==> config.mk <==
export PLATFORM = sky130hd
export DESIGN_NAME = frame_pix_packer
export DESIGN_NICKNAME = d
export VERILOG_FILES = /design/src/rtl/frame_pix_packer.sv
export SDC_FILE = /design/constraint.sdc
export NUM_CORES = 1
export LEC_CHECK = 0
export ABC_AREA = 1
export BUFFER_PORTS_ARGS = -buffer_cell sky130_fd_sc_hd__buf_2
export CAP_MARGIN = 20
export CORE_MARGIN = 2
export CORE_UTILIZATION = 52
export DETAILED_ROUTE_END_ITERATION = 7
export GPL_TIMING_DRIVEN = 0
export PLACE_DENSITY = 0.81
export SYNTH_ARGS = -nofsm -noshare
export SYNTH_HDL_FRONTEND = slang
export SYNTH_SLANG_ARGS = --single-unit
==> constraint.sdc <==
create_clock -name clk -period 1.35 [get_ports clk]
set_input_delay 0.0675 -clock clk [delete_from_list [all_inputs] [get_ports clk]]
set_output_delay 0.0675 -clock clk [all_outputs]
set_load 0.05 [all_outputs]
==> src/rtl/frame_pix_packer.sv <==
// rtl/frame_pix_packer.sv - packs PIX_PER_WORD pixels per word, one write strobe per word, one buffer fill per frame
// Optional PACK_MSB_FIRST_EN: pixel 0 of each word goes to the most-significant lane.
module frame_pix_packer #(
   parameter int PIX_WIDTH    = 8,
   parameter int DATA_WIDTH   = 32,
   parameter int ADDR_WIDTH   = 3,
   parameter int PIX_PER_WORD = DATA_WIDTH / PIX_WIDTH
) (
   input  logic                  clk,
   input  logic                  reset,
   input  logic                  pix_valid,
   input  logic                  pix_sof,
   input  logic [PIX_WIDTH-1:0]  pix_data,
   output logic                  pix_ready,
   output logic                  wr_en_out_l,
   output logic [DATA_WIDTH-1:0] data_out,
   output logic                  frame_done,
   output logic                  sof_err
);

   localparam int LANE_W = (PIX_PER_WORD > 2) ? $clog2(PIX_PER_WORD) : 1;
   localparam logic [LANE_W-1:0] LAST_LANE = LANE_W'(PIX_PER_WORD - 1);

   localparam logic [1:0] WAIT_SOF = 2'd0;
   localparam logic [1:0] PACK     = 2'd1;
   localparam logic [1:0] DONE     = 2'd2;

   logic [1:0]            state;
   logic [LANE_W-1:0]     lane_cnt;
   logic [ADDR_WIDTH-1:0] word_cnt;
   logic [DATA_WIDTH-1:0] pack_word;
   logic [DATA_WIDTH-1:0] word_next;
   logic [LANE_W-1:0]     wr_lane;
   logic [LANE_W-1:0]     phys_lane;
   logic                  accept;

   assign accept  = pix_valid & pix_ready;
   // A start-of-frame pixel always restarts the word in lane 0
   assign wr_lane = pix_sof ? '0 : lane_cnt;

`ifdef PACK_MSB_FIRST_EN
   assign phys_lane = LAST_LANE - wr_lane;
`else
   assign phys_lane = wr_lane;
`endif

   always_comb begin
      word_next = pack_word;
      for (int k = 0; k < PIX_PER_WORD; k++) begin
         if (phys_lane == LANE_W'(k)) begin
            word_next[k*PIX_WIDTH +: PIX_WIDTH] = pix_data;
         end
      end
   end

   always_ff @(posedge clk) begin
      if (reset) begin
         state       <= WAIT_SOF;
         lane_cnt    <= '0;
         word_cnt    <= '0;
         pack_word   <= '0;
         pix_ready   <= 1'b0;
         wr_en_out_l <= 1'b1;
         data_out    <= '0;
         frame_done  <= 1'b0;
         sof_err     <= 1'b0;
      end else begin
         wr_en_out_l <= 1'b1;
         frame_done  <= 1'b0;
         pix_ready   <= 1'b1;
         case (state)
            WAIT_SOF: begin
               if (accept && pix_sof) begin
                  pack_word <= word_next;
                  lane_cnt  <= LANE_W'(1);
                  word_cnt  <= '0;
                  state     <= PACK;
               end
            end
            PACK: begin
               if (accept) begin
                  if (pix_sof) begin
                     // Partial word is dropped; already-strobed words stay written
                     sof_err   <= 1'b1;
                     pack_word <= word_next;
                     lane_cnt  <= LANE_W'(1);
                     word_cnt  <= '0;
                  end else if (lane_cnt == LAST_LANE) begin
                     data_out    <= word_next;
                     wr_en_out_l <= 1'b0;
                     lane_cnt    <= '0;
                     word_cnt    <= word_cnt + 1'b1;
                     if (word_cnt == '1) begin
                        state      <= DONE;
                        frame_done <= 1'b1;
                        pix_ready  <= 1'b0;
                     end
                  end else begin
                     pack_word <= word_next;
                     lane_cnt  <= lane_cnt + 1'b1;
                  end
               end
            end
            DONE: begin
               state <= WAIT_SOF;
            end
            default: begin
               state <= WAIT_SOF;
            end
         endcase
      end
   end

endmodule
==> summary by stage <==
Outcome
The run finished, with violations left. The final reports fail on negative setup slack.

Placed design
Summed over all nets, the half-perimeter wirelength after detailed placement is 6020 um. Including well taps, the total number of placed cells is about 670. The number of port buffers is 47. Routability-driven placement finished with a final weighted congestion of roughly 0.86. In this run the cell area measured after placement is about 0.0039 sq mm.

Global route
The total congestion overflow after global routing is 0. The first-pass GRT wire length is 14,600 um. The number of global-route vias before repair is 3,219.

The number of antenna violations at the first check in global routing was 0. Entering global routing, the biggest net connects 13 pins. The total global-route track usage is 0.248.

Final layout
After the flow finishes, the layout carries non-filler instances totaling 700. The fraction of layout cells with a size suffix above 1 is 0.245. The utilization of the core after routing is 0.681.

The area growth from synthesis to layout is 28.6%. The number of antenna diodes in the final layout is 0. The library cell used most frequently in the layout, excluding fill and tap cells, is nand2_1.

The final layout net count is 630. The finished cells cover 0.00455 sq mm. In the layout the commonest cells are nand2_1 (160), nor2_1 (122), dfxtp_1 (70).

STA
The post-route minimum period is about 1.4 ns. Setup repair after global routing could not meet its margin everywhere. The max-slew violation count came to 0. The final number of hold-violating endpoints is 0. At the pin with the least slew margin, the transition time is 0.514 ns.

The maximum operating frequency is 702 MHz. The number of setup violations in the final report is 21. The relative slew slack is 0.657. Once routing completed, OpenROAD measured the worst setup slack at -0.0739 ns. On the final layout, the worst clock skew is between 0.008 and 0.009 ns. The part of the cycle the worst path needs is 1.05.

The setup TNS after final layout is -0.867 ns.

Synth
The post-synthesis sequential element count is 75. The total of warnings raised by yosys is 0. The share of synthesized area in the top cell type comes to 0.424. Synthesis produced a netlist whose cell count is 542.

After synthesis, the netlist uses 23 different library cells. Sorting the synthesized cells by area gives the leading types as dfxtp_1 (42%), nand2_1 (18%), nor2_1 (13%). For this run, the register share of the synthesized area comes to 0.424.

The number of nets in the synthesized netlist is between 500 and 600. The mean instance size in the synthesized netlist is 6.53 sq um. Summed over all instances, the cell type with the most area after synthesis is dfxtp_1. The netlist area before placement is 0.00354 sq mm.

Clock tree
The number of clock buffers added by TritonCTS is 9. TritonCTS built the clock tree. The clock insertion delay at the later pin of the skew report is 0.36 ns.

The clock root buffer is clkbuf_8. In this run the deepest clock path goes through 2 buffers. The clock transition at the registers of the reported paths is ~0.08 ns. The clock net in this run drives a total of 75 sinks. In this run the number of H-tree levels came out at 3.

Critical path
The source of the worst register-to-register timing path is lane_cnt[1]. The slowest stage of the critical path belongs to the cell dfxtp_4. The depth of the worst register-to-register path is 7. The endpoint arrival time on the critical path is 1.68 ns. The data required time at the worst endpoint is ~1.6 ns. The worst setup path is captured at a flop. The cell with the most instances on the worst path is nand2_4. The cell depth of the worst setup path is 7. The endpoint identified for the worst register-to-register timing path is data_out[2]. On the critical path the largest part of the delay comes from simple AND/OR/NAND/NOR gates. The worst setup path is launched from a flop.

The setup check on the worst reg-to-reg path leaves a slack of -0.07 ns. Traced cell by cell, the critical path runs through ha_4 -> nand2_4 -> nor2_4 -> nand2_4 -> clkbuf_16 -> a21oi_4 -> nor2_1. The biggest fanout along the worst timing path is 6. In this design, the stage delay of the slowest critical-path cell is 0.39 ns.

The start-to-end type of the worst setup path is reg -> reg. The count of buffering cells on the critical path with inverters included is 1.

Routing
In this run the remaining antenna-violating nets after routing total 0. The final layout contains routed wiring with a total length of 9880 um. The mean routed wirelength per cell is 14.1 um. The routed layout has about 3,700 vias.

After detailed routing, no signal wire sits above met4. For this block, wires on met1 add up to 4190 um. The routed design uses 809 um of met3 wire.

The via density per instance is about 5.3. After detailed routing, the number of remaining DRC violations is 0. For this block, the initial DRC count from the detailed router was 300. In the detailed route, the total length drawn on met2 is 4470 um. The first TritonRoute pass finished after 5 iterations.

Floorplan
In this run the horizontal extent of the chip is 86.5 um. The placeable core area is 0.00668 sq mm. The floorplan has 30 rows.

The initial utilization of the core area, before any placement, comes to 0.530. The number of ports placed on the die boundary is 48. The vertical die dimension is 86.5 um. The die covers between 0.007 and 0.008 sq mm.

Power
The combinational share of power is 0.128. The power density over the cells is around 1100 mW/mm^2. The leakage power is about 0.0021 uW. After layout, the design draws a total of 4830 uW.

The worst-case IR drop observed on VDD is approximately 800 uV. The switching power total is 1280 uW. Of the total power, the clock network draws 0.393. The switching fraction of total power is 0.266. The sequential fraction of design power is 0.479. The cell internal power dissipation is 3550 uW.

Hold path
Along the worst hold path, the cell count comes to 5. The start point of the worst hold path is pix_data[6]. The endpoint of the worst hold path is data_out[30]. The type of the worst min-delay path is in -> reg.

Job
Across the run, the number of max-cap violations was 0.
==> metal layers <==
metal,GRT usage,vias to the layer above
met4,0.108,0
met3,0.0571,49
met1,0.327,1654
met2,0.388,171
li1,-,1812
met5,0,-
==> what timing repair did <==
item | in CTS | in global routing
gates resized for setup | 25 | 48
pin swaps | 3 | 21
endpoints found under the setup margin | 64 | 68
cloned | 0 | 3
hold buffers | 1 | 0
buffers inserted | 6 | 5
hold endpoints to repair | 6 | 0
==> cell families (layout without fill, tap and decap cells) <==
kind of cell / after synthesis / in the layout / synth area share
adder cells (fa/ha/maj): 3 / 3 / 0.0106
flip-flops: 75 / 75 / 0.424
AO/OA/AOI/OAI: 44 / 44 / 0.0629
buffers and inverters: 71 / 149 / 0.0969
AND/OR/NAND/NOR: 349 / 349 / 0.405
==> area by class of cell <==
type	count	area, sq um
Fill cell	563	2130
Multi-Input combinational cell	396	1950
Sequential cell	75	1520
Timing Repair Buffer	62	382
Buffer	22	196
Inverter	49	186
Clock buffer	13	180
Tap cell	80	100
Clock inverter	3	42.5
==> stage by stage <==
stage          hold WS (ns)  worst slack [ns]
3_3_place_gp          0.329            -0.223
6_report              0.179           -0.0739
4_1_cts               0.110           0.00250
5_1_grt               0.186            -0.125
2_1_floorplan         0.127          -0.00506
3_5_place_dp          0.329            -0.254
==> worst max path at each step <==
stage               slack (ns)       endpoint         from
global placement         -0.22   data_out[30]  lane_cnt[0]
global route             -0.12    data_out[2]  lane_cnt[1]
floorplan               -0.005   data_out[28]  lane_cnt[0]
finish                   -0.07    data_out[2]  lane_cnt[1]
detailed placement       -0.25   data_out[30]  lane_cnt[0]
CTS                      0.003  pack_word[19]    pix_ready
==> worst min-delay path, stage by stage <==
cell	delay, ns
buf_2	0.08
inv_1	0.10
nand3_2	0.14
a21oi_4	0.06
nor2_2	0.06
==> power groups by stage <==
stage | Sequential [uW] | Combinational, uW | Clock (uW)
floorplan | 2370 | 378 | 0
global placement | 2360 | 487 | 0
detailed placement | 2370 | 503 | 0
CTS | 2310 | 539 | 1920
global route | 2320 | 681 | 1990
finish | 2320 | 616 | 1900
==> cells in the mapped netlist (all sizes together) <==
library cell / instances
clkinv: 1
nand3: 38
a31oi: 2
nor2: 131
a21oi: 19
clkbuf: 6
inv: 48
nand2: 177
o21ai: 23
dfxtp: 75
ha: 3
buf: 16
nor3: 3
==> state kept, by name (all words and copies together), names as in the netlist <==
| name | cells |
|---|---|
| sof_err | 1 |
| lane_cnt | 2 |
| data_out | 32 |
| frame_done | 1 |
| state | 2 |
| pix_ready | 1 |
| wr_en_out_l | 1 |
| pack_word | 32 |
| word_cnt | 3 |
(Power assumes the default switching activity.)
